<file path="config.mk">
export PLATFORM = sky130hd
export DESIGN_NAME = rob_core
export DESIGN_NICKNAME = d
export VERILOG_FILES = /design/src/rtl/rob_core.sv
export SDC_FILE = /design/constraint.sdc
export NUM_CORES = 2
export LEC_CHECK = 0
export CAP_MARGIN = 5
export CORE_AREA = 3 3 369 371
export CTS_CLUSTER_SIZE = 40
export DETAILED_ROUTE_END_ITERATION = 6
export DIE_AREA = 0 0 372 374
export PLACE_DENSITY_LB_ADDON = 0.15
export SYNTH_ARGS = -nofsm -noshare
export SYNTH_HDL_FRONTEND = slang
export SYNTH_SLANG_ARGS = --single-unit
</file>
<file path="constraint.sdc">
create_clock -name clk_in -period 6.52 [get_ports clk_in]
set_input_delay 0.978 -clock clk_in [delete_from_list [all_inputs] [get_ports clk_in]]
set_output_delay 0.978 -clock clk_in [all_outputs]
set_load 0.01 [all_outputs]
</file>
<file path="src/rtl/rob_core.sv">
// rtl/rob_core.sv - reorder buffer with in-order commit, CDB writeback, operand query and mispredict flush
module rob_core #(
    parameter int ROB_WIDTH = 4
) (
    input  logic                 clk_in,
    input  logic                 rst_in,
    input  logic                 rdy_in,
    input  logic                 issue_valid,
    input  logic [1:0]           issue_type,
    input  logic [4:0]           issue_rd_id,
    output logic                 rob_full,
    output logic [ROB_WIDTH-1:0] issue_rob_idx,
    input  logic                 cdb_valid,
    input  logic [ROB_WIDTH-1:0] cdb_rob_idx,
    input  logic [31:0]          cdb_val,
    input  logic                 cdb_mispredict,
    input  logic [31:0]          cdb_redirect_pc,
    input  logic [ROB_WIDTH-1:0] query1_idx,
    output logic                 query1_ready,
    output logic [31:0]          query1_val,
    input  logic [ROB_WIDTH-1:0] query2_idx,
    output logic                 query2_ready,
    output logic [31:0]          query2_val,
    output logic                 rob_to_rf_ready,
    output logic [4:0]           rob_to_rf_reg_id,
    output logic [31:0]          rob_to_rf_reg_val,
    output logic [ROB_WIDTH-1:0] rob_to_rf_rob_idx,
    output logic                 rob_to_lsb_commit,
    output logic [ROB_WIDTH-1:0] rob_to_lsb_rob_idx,
    output logic                 clr_out,
    output logic [31:0]          clr_pc_out
);
    localparam int DEPTH = 1 << ROB_WIDTH;
    localparam logic [ROB_WIDTH-1:0] IDX_MAX   = '1;
    localparam logic [ROB_WIDTH-1:0] IDX_FIRST = ROB_WIDTH'(1);

    logic        busy_q  [DEPTH];
    logic        ready_q [DEPTH];
    logic [1:0]  typ_q   [DEPTH];
    logic [4:0]  rd_q    [DEPTH];
    logic [31:0] val_q   [DEPTH];
    logic        mis_q   [DEPTH];
    logic [31:0] pc_q    [DEPTH];

    logic [ROB_WIDTH-1:0] head_q, tail_q, count_q;
    logic commit_fire, flush, issue_fire, cdb_fire;

    // Index 0 is the null tag, so pointers wrap from the top index straight to 1.
    function automatic logic [ROB_WIDTH-1:0] next_idx(input logic [ROB_WIDTH-1:0] i);
        return (i == IDX_MAX) ? IDX_FIRST : i + 1'b1;
    endfunction

    assign rob_full      = (count_q == IDX_MAX);
    assign issue_rob_idx = tail_q;

    // Commit looks only at the registered ready bit, so a same-cycle CDB write waits a cycle.
    assign commit_fire = rdy_in && (count_q != '0) && ready_q[head_q];
    assign flush       = commit_fire && mis_q[head_q];
    // When full, the committing slot is exactly the tail slot, so a paired issue can reuse it.
    assign issue_fire  = rdy_in && issue_valid && (!rob_full || commit_fire) && !flush;
    assign cdb_fire    = rdy_in && cdb_valid && (cdb_rob_idx != '0) && busy_q[cdb_rob_idx] && !flush;

    always_ff @(posedge clk_in) begin
        if (!rst_in) begin
            for (int i = 0; i < DEPTH; i++) begin
                busy_q[i]  <= 1'b0;
                ready_q[i] <= 1'b0;
                typ_q[i]   <= 2'd0;
                rd_q[i]    <= 5'd0;
                val_q[i]   <= 32'd0;
                mis_q[i]   <= 1'b0;
                pc_q[i]    <= 32'd0;
            end
            head_q             <= IDX_FIRST;
            tail_q             <= IDX_FIRST;
            count_q            <= '0;
            rob_to_rf_ready    <= 1'b0;
            rob_to_rf_reg_id   <= 5'd0;
            rob_to_rf_reg_val  <= 32'd0;
            rob_to_rf_rob_idx  <= '0;
            rob_to_lsb_commit  <= 1'b0;
            rob_to_lsb_rob_idx <= '0;
            clr_out            <= 1'b0;
            clr_pc_out         <= 32'd0;
        end else begin
            rob_to_rf_ready   <= 1'b0;
            rob_to_lsb_commit <= 1'b0;
            clr_out           <= 1'b0;
            if (commit_fire) begin
                rob_to_rf_ready    <= (typ_q[head_q] == 2'd0);
                rob_to_rf_reg_id   <= rd_q[head_q];
                rob_to_rf_reg_val  <= val_q[head_q];
                rob_to_rf_rob_idx  <= head_q;
                rob_to_lsb_commit  <= (typ_q[head_q] == 2'd2);
                rob_to_lsb_rob_idx <= head_q;
                clr_out            <= mis_q[head_q];
                if (mis_q[head_q]) begin
                    clr_pc_out <= pc_q[head_q];
                end
            end

            if (flush) begin
                for (int i = 0; i < DEPTH; i++) begin
                    busy_q[i]  <= 1'b0;
                    ready_q[i] <= 1'b0;
                end
                head_q  <= IDX_FIRST;
                tail_q  <= IDX_FIRST;
                count_q <= '0;
            end else begin
                if (cdb_fire) begin
                    ready_q[cdb_rob_idx] <= 1'b1;
                    val_q[cdb_rob_idx]   <= cdb_val;
                    mis_q[cdb_rob_idx]   <= cdb_mispredict;
                    pc_q[cdb_rob_idx]    <= cdb_redirect_pc;
                end
                if (commit_fire) begin
                    busy_q[head_q]  <= 1'b0;
                    ready_q[head_q] <= 1'b0;
                    head_q          <= next_idx(head_q);
                end
                if (issue_fire) begin
                    busy_q[tail_q]  <= 1'b1;
                    ready_q[tail_q] <= 1'b0;
                    typ_q[tail_q]   <= issue_type;
                    rd_q[tail_q]    <= issue_rd_id;
                    val_q[tail_q]   <= 32'd0;
                    mis_q[tail_q]   <= 1'b0;
                    tail_q          <= next_idx(tail_q);
                end
                case ({issue_fire, commit_fire})
                    2'b10:   count_q <= count_q + 1'b1;
                    2'b01:   count_q <= count_q - 1'b1;
                    default: count_q <= count_q;
                endcase
            end
        end
    end

    always_comb begin
        query1_ready = 1'b0;
        query1_val   = 32'd0;
        if ((query1_idx != '0) && busy_q[query1_idx]) begin
            if (rdy_in && cdb_valid && (cdb_rob_idx == query1_idx)) begin
                query1_ready = 1'b1;
                query1_val   = cdb_val;
            end else begin
                query1_ready = ready_q[query1_idx];
                query1_val   = val_q[query1_idx];
            end
        end
    end

    always_comb begin
        query2_ready = 1'b0;
        query2_val   = 32'd0;
        if ((query2_idx != '0) && busy_q[query2_idx]) begin
            if (rdy_in && cdb_valid && (cdb_rob_idx == query2_idx)) begin
                query2_ready = 1'b1;
                query2_val   = cdb_val;
            end else begin
                query2_ready = ready_q[query2_idx];
                query2_val   = val_q[query2_idx];
            end
        end
    end
endmodule

</file>
# After elaboration in Yosys (flattened, before gate mapping)
# Memories as Yosys holds them, arrays and structs flattened. A register that Yosys moved wholly into a read port is not among the register bits.
# Cells that the tools add are included.
# op_classes
addsub	4
eq_ne	8
n_mux	101
bitwise	33
n_reduce_logical	41
# ops
cell	n
32-bit two-way mux	7
32-bit OR reduction	3
4-bit two-way mux	20
1-bit two-way mux	71
1-bit bitwise OR	32
4-bit nonzero test	4
1-bit logical AND	14
4-bit by 1-bit adder with 4-bit output, second input constant	3
4-bit equality test, second input constant	3
4-bit equality test	2
4-bit case mux with 2 select lines	1
1-bit OR reduction	7
1-bit logical NOT	5
5-bit two-way mux	1
5-bit OR reduction	1
2-bit equality test, second input constant	2
2-bit AND reduction	2
2-bit OR reduction	2
4-bit by 1-bit subtractor with 4-bit output, second input constant	1
2-bit by 1-bit equality test with 1-bit output, second input constant	1
2-bit logical NOT	1
2-bit two-way mux	1
2-bit nonzero test	1
1-bit logical OR	1
1-bit NOT	1
# totals
register_bits	19
ramBits	1184
inputBits	89
output_inout_bits	151
mem_count	7
# mem_list
memory	depth	word_bits	rd	rd_clocked_by_memory_dff	wr	line_no	text
pc_q	16	32	1	1	16	43	logic [31:0] pc_q [DEPTH];
val_q	16	32	3	1	16	41	logic [31:0] val_q [DEPTH];
rd_q	16	5	1	1	16	40	logic [4:0] rd_q [DEPTH];
typ_q	16	2	1	1	16	39	logic [1:0] typ_q [DEPTH];
busy_q	16	1	3	0	16	37	logic busy_q [DEPTH];
mis_q	16	1	1	1	16	42	logic mis_q [DEPTH];
+1 memories	n/a	n/a	n/a	n/a	n/a	n/a	

# Depth between registers and ports, before layout
# depth
ltp_word	12
ltp_mapped	16

# Worst setup path before layout
# OpenSTA, ideal clock, no wires.
# synth_path
kind	input to register
startpoint	input port cdb_rob_idx[1]
endpoint	memory pc_q[15][0] (enable)
t_arrival_ps	4679
required_time_ps	6054
path_slack_ps	1375
path_stages	10
cell_sequence	buf_2 buf_2 mux2i_1 nand2_1 nand4_1 clkbuf_1 a21o_1 buf_1 clkbuf_1 o21ai_0
# synth_lines
element	line_no	text
start, declared	14	input logic [ROB_WIDTH-1:0] cdb_rob_idx,
end, declared	43	

# Worst setup path in the final report
# layout_path
startpoint	input port cdb_rob_idx[1]
endpoint	output port query2_val[7]
# layout_between
elab_chain_len	4
# layout_rtl
element	line_no	text
4-bit equality test	158	if (rdy_in && cdb_valid && (cdb_rob_idx == query2_idx)) begin
1-bit logical AND	158	
32-bit two-way mux	158	
32-bit two-way mux	157	if ((query2_idx != '0) && busy_q[query2_idx]) begin
end, declared	23	output logic [31:0] query2_val,
# No other way between the ends.

==> metrics <==
status=complete, no violations; PwrDens=between 200 and 250 nW/um^2; Final ANT Viol Nets=0; Worst setup EP type=output pin; global route overflow=0; DRT Wirelength=241 mm; Worst Setup Start Kind=input pin; gr usage total=34.4%; root buffer cell=clkbuf_16; cts repair resizes=0; vias=~50000; flops & latches, synth=1275; most frequent cell after synthesis=mux4_2; Starting Density=around half; RSZ-0062 raised after global routing=no; crit share post-route=a little over four fifths; core outline area=around 130000 sq um; DR DRC count=0; Leakage=roughly 25 nW; MaxCap Viol Count=0; cell area after layout=approximately 75000 sq um; Post-synth top cells=mux4_2, dfxtp_1, edfxtp_1; Synth area leader=edfxtp_1; worst hold margin=roughly 470 ps; initial antenna violation count=15; Max Slew Vio Count=0; share of cells above drive strength 1=a little over a fifth; asr flop ratio synth=0%; dpl cell area=69800 sq um; final setup vio count=0; post-layout util=between 50% and 60%; Synth top area share=between 20 and 30%; post-DR vias/cell=7.04; fill count=approximately 11000; first-pass GRT wire length=about 350 mm; DP HPWL=about 130 mm; die height=between 300 and 400 um; Post-synth top flop=dfxtp_1; YS warnings=0; slack of the critical path=about 1000 ps; vias in the first global route=49500; Req. time, crit path=approximately 5500 ps; CTS tree=yes; Gate Count Post-Synth=5443; CTS buffer count=approximately 140; EDFF count, synth=approximately 620; DR pass1 iterations=6; DRT iter0 DRCs=just over 8000; Worst Path Max Fanout=20; full die area=around 140000 sq um; # nets final=5397; clk buf depth=3; mapped cell area=~66000 sq um; Reg area=between 30000 and 40000 sq um; final hold violation count=0; class of the worst hold path=register to register; setup repair bufs after CTS=0; IO buf count=approximately 240; Sum Neg Setup Slack=0 ps; peak supply drop=approximately 260 uV; Worst EP arrival=about 4500 ps; H-tree levels=4; Area contributors post-synth=edfxtp_1, mux4_2, dfxtp_1; register area share after synthesis=48.0%; DIE WIDTH=around 370 um; syn_area_per_cell=~12 sq um; clock sinks=around 1300; fmax=~0.18 GHz; kind of critical path=input pin to output pin; IO Count=240; FP Rows=~130; worst reg2reg setup slack=approximately 1700 ps; pre-CTS setup slack=about 1100 ps; Worst-Skew Late Latency=a little under 800 ps; Final Critical Period=~5500 ps; hold buffers post-CTS=0; Multi-input gate area=roughly 32000 sq um; clock skew=25.1 ps; Max-slew headroom=approximately 11%; Area Growth Syn to Fin=12.7%; largest net degree at the start of global routing=253; post-synth cell types=between 60 and 70; Worst-path clk slew=around 60 ps; Worst Max-Slew Pin Slew=about 1300 ps; drt wl/cell=roughly 34 um; Placer Congestion=roughly 0.85
## per-stage QoR
| step | total power [mW] | instances |
|---|---|---|
| final | 18.0 | 7190 |
| after global routing | 18.4 | 7183 |
| after CTS | 18.1 | 7179 |
| after detailed placement | 9.74 | 6920 |
| after global placement | 9.72 | 6920 |
| after floorplan | 9.37 | 5474 |
## worst paths after layout
check                                    start             to  cells past startpoint
worst max-delay path            cdb_rob_idx[1]  query2_val[7]                      8
worst min-delay path                  mis_q[4]       mis_q[4]                      2
worst max register to register        register    val_q[7][3]                      9
worst min register to register        mis_q[4]       mis_q[4]                      2
## power by group
part           internal [mW]  switching [mW]  total (mW)
clock network           5.05            3.41        8.46
registers               8.60          0.0675        8.66
logic                  0.304           0.616       0.920
total                   14.0            4.09        18.0
## area by class of cell
cell class | count | share of cell area (%)
antenna | 11 | 0.0369
timing repair buffer | 380 | 4.87
tap | 1768 | 2.96
sequential | 1275 | 42.6
multi-input combinational | 3482 | 42.9
clock inverter | 57 | 0.886
clock buffer | 202 | 5.65
inverter | 15 | 0.0855
## critical path, cell delays in order
cell             delay [ps]
clkdlybuf4s50_1         850
xor2_1                  350
nor2_1                  180
and4_2                  960
buf_4                   380
nand2_1                  80
a21oi_1                 180
clkdlybuf4s50_1         550
## cells by family (layout without fill, tap and decap cells)
kind of cell / after synthesis / after routing / share of synthesized area (%)
adders and majority gates: 12 / 12 / 0.238
DFF: 1275 / 1275 / 48.0
buffers and inverters: 717 / 654 / 4.46
xor gates and xnor gates: 13 / 13 / 0.172
AOI/OAI and AO/OA: 965 / 965 / 9.00
muxes: 755 / 755 / 24.6
and+or+nand+nor: 1705 / 1705 / 13.6
other: 1 / 43 / 0.00566
## layer usage
metal | wire (um) | GRT usage, % | vias to the layer above
li1 | - | - | 20600
met1 | 90900 | 47.4 | 25600
met2 | 107000 | 50.8 | 3700
met3 | 32100 | 10.5 | 707
met4 | 10900 | 14.3 | 6
met5 | 34 | 0 | -
## cells in the final DEF (no fill, tap or decap), types with 68 or more instances in the layout
| master | instances |
|---|---|
| edfxtp_1 | 624 |
| nor2_1 | 68 |
| clkbuf_16 | 152 |
| nand2_1 | 390 |
| o211ai_1 | 231 |
| and3_1 | 270 |
| and2_1 | 371 |
| a21oi_1 | 577 |
| dfxtp_1 | 647 |
| mux4_2 | 697 |
| clkdlybuf4s50_1 | 229 |
| nand3_1 | 523 |
| buf_4 | 128 |
## flip-flops by register name, indices dropped and copies added, names as in the netlist, 5 cells and up, named ones only
register / flops
pc_q: 512
val_q: 512
rd_q: 80
clr_pc_out: 32
rob_to_rf_reg_val: 32
typ_q: 32
mis_q: 16
ready_q: 16
busy_q: 15
rob_to_rf_reg_id: 5
Note: power is estimated with default switching activity, not from simulation.
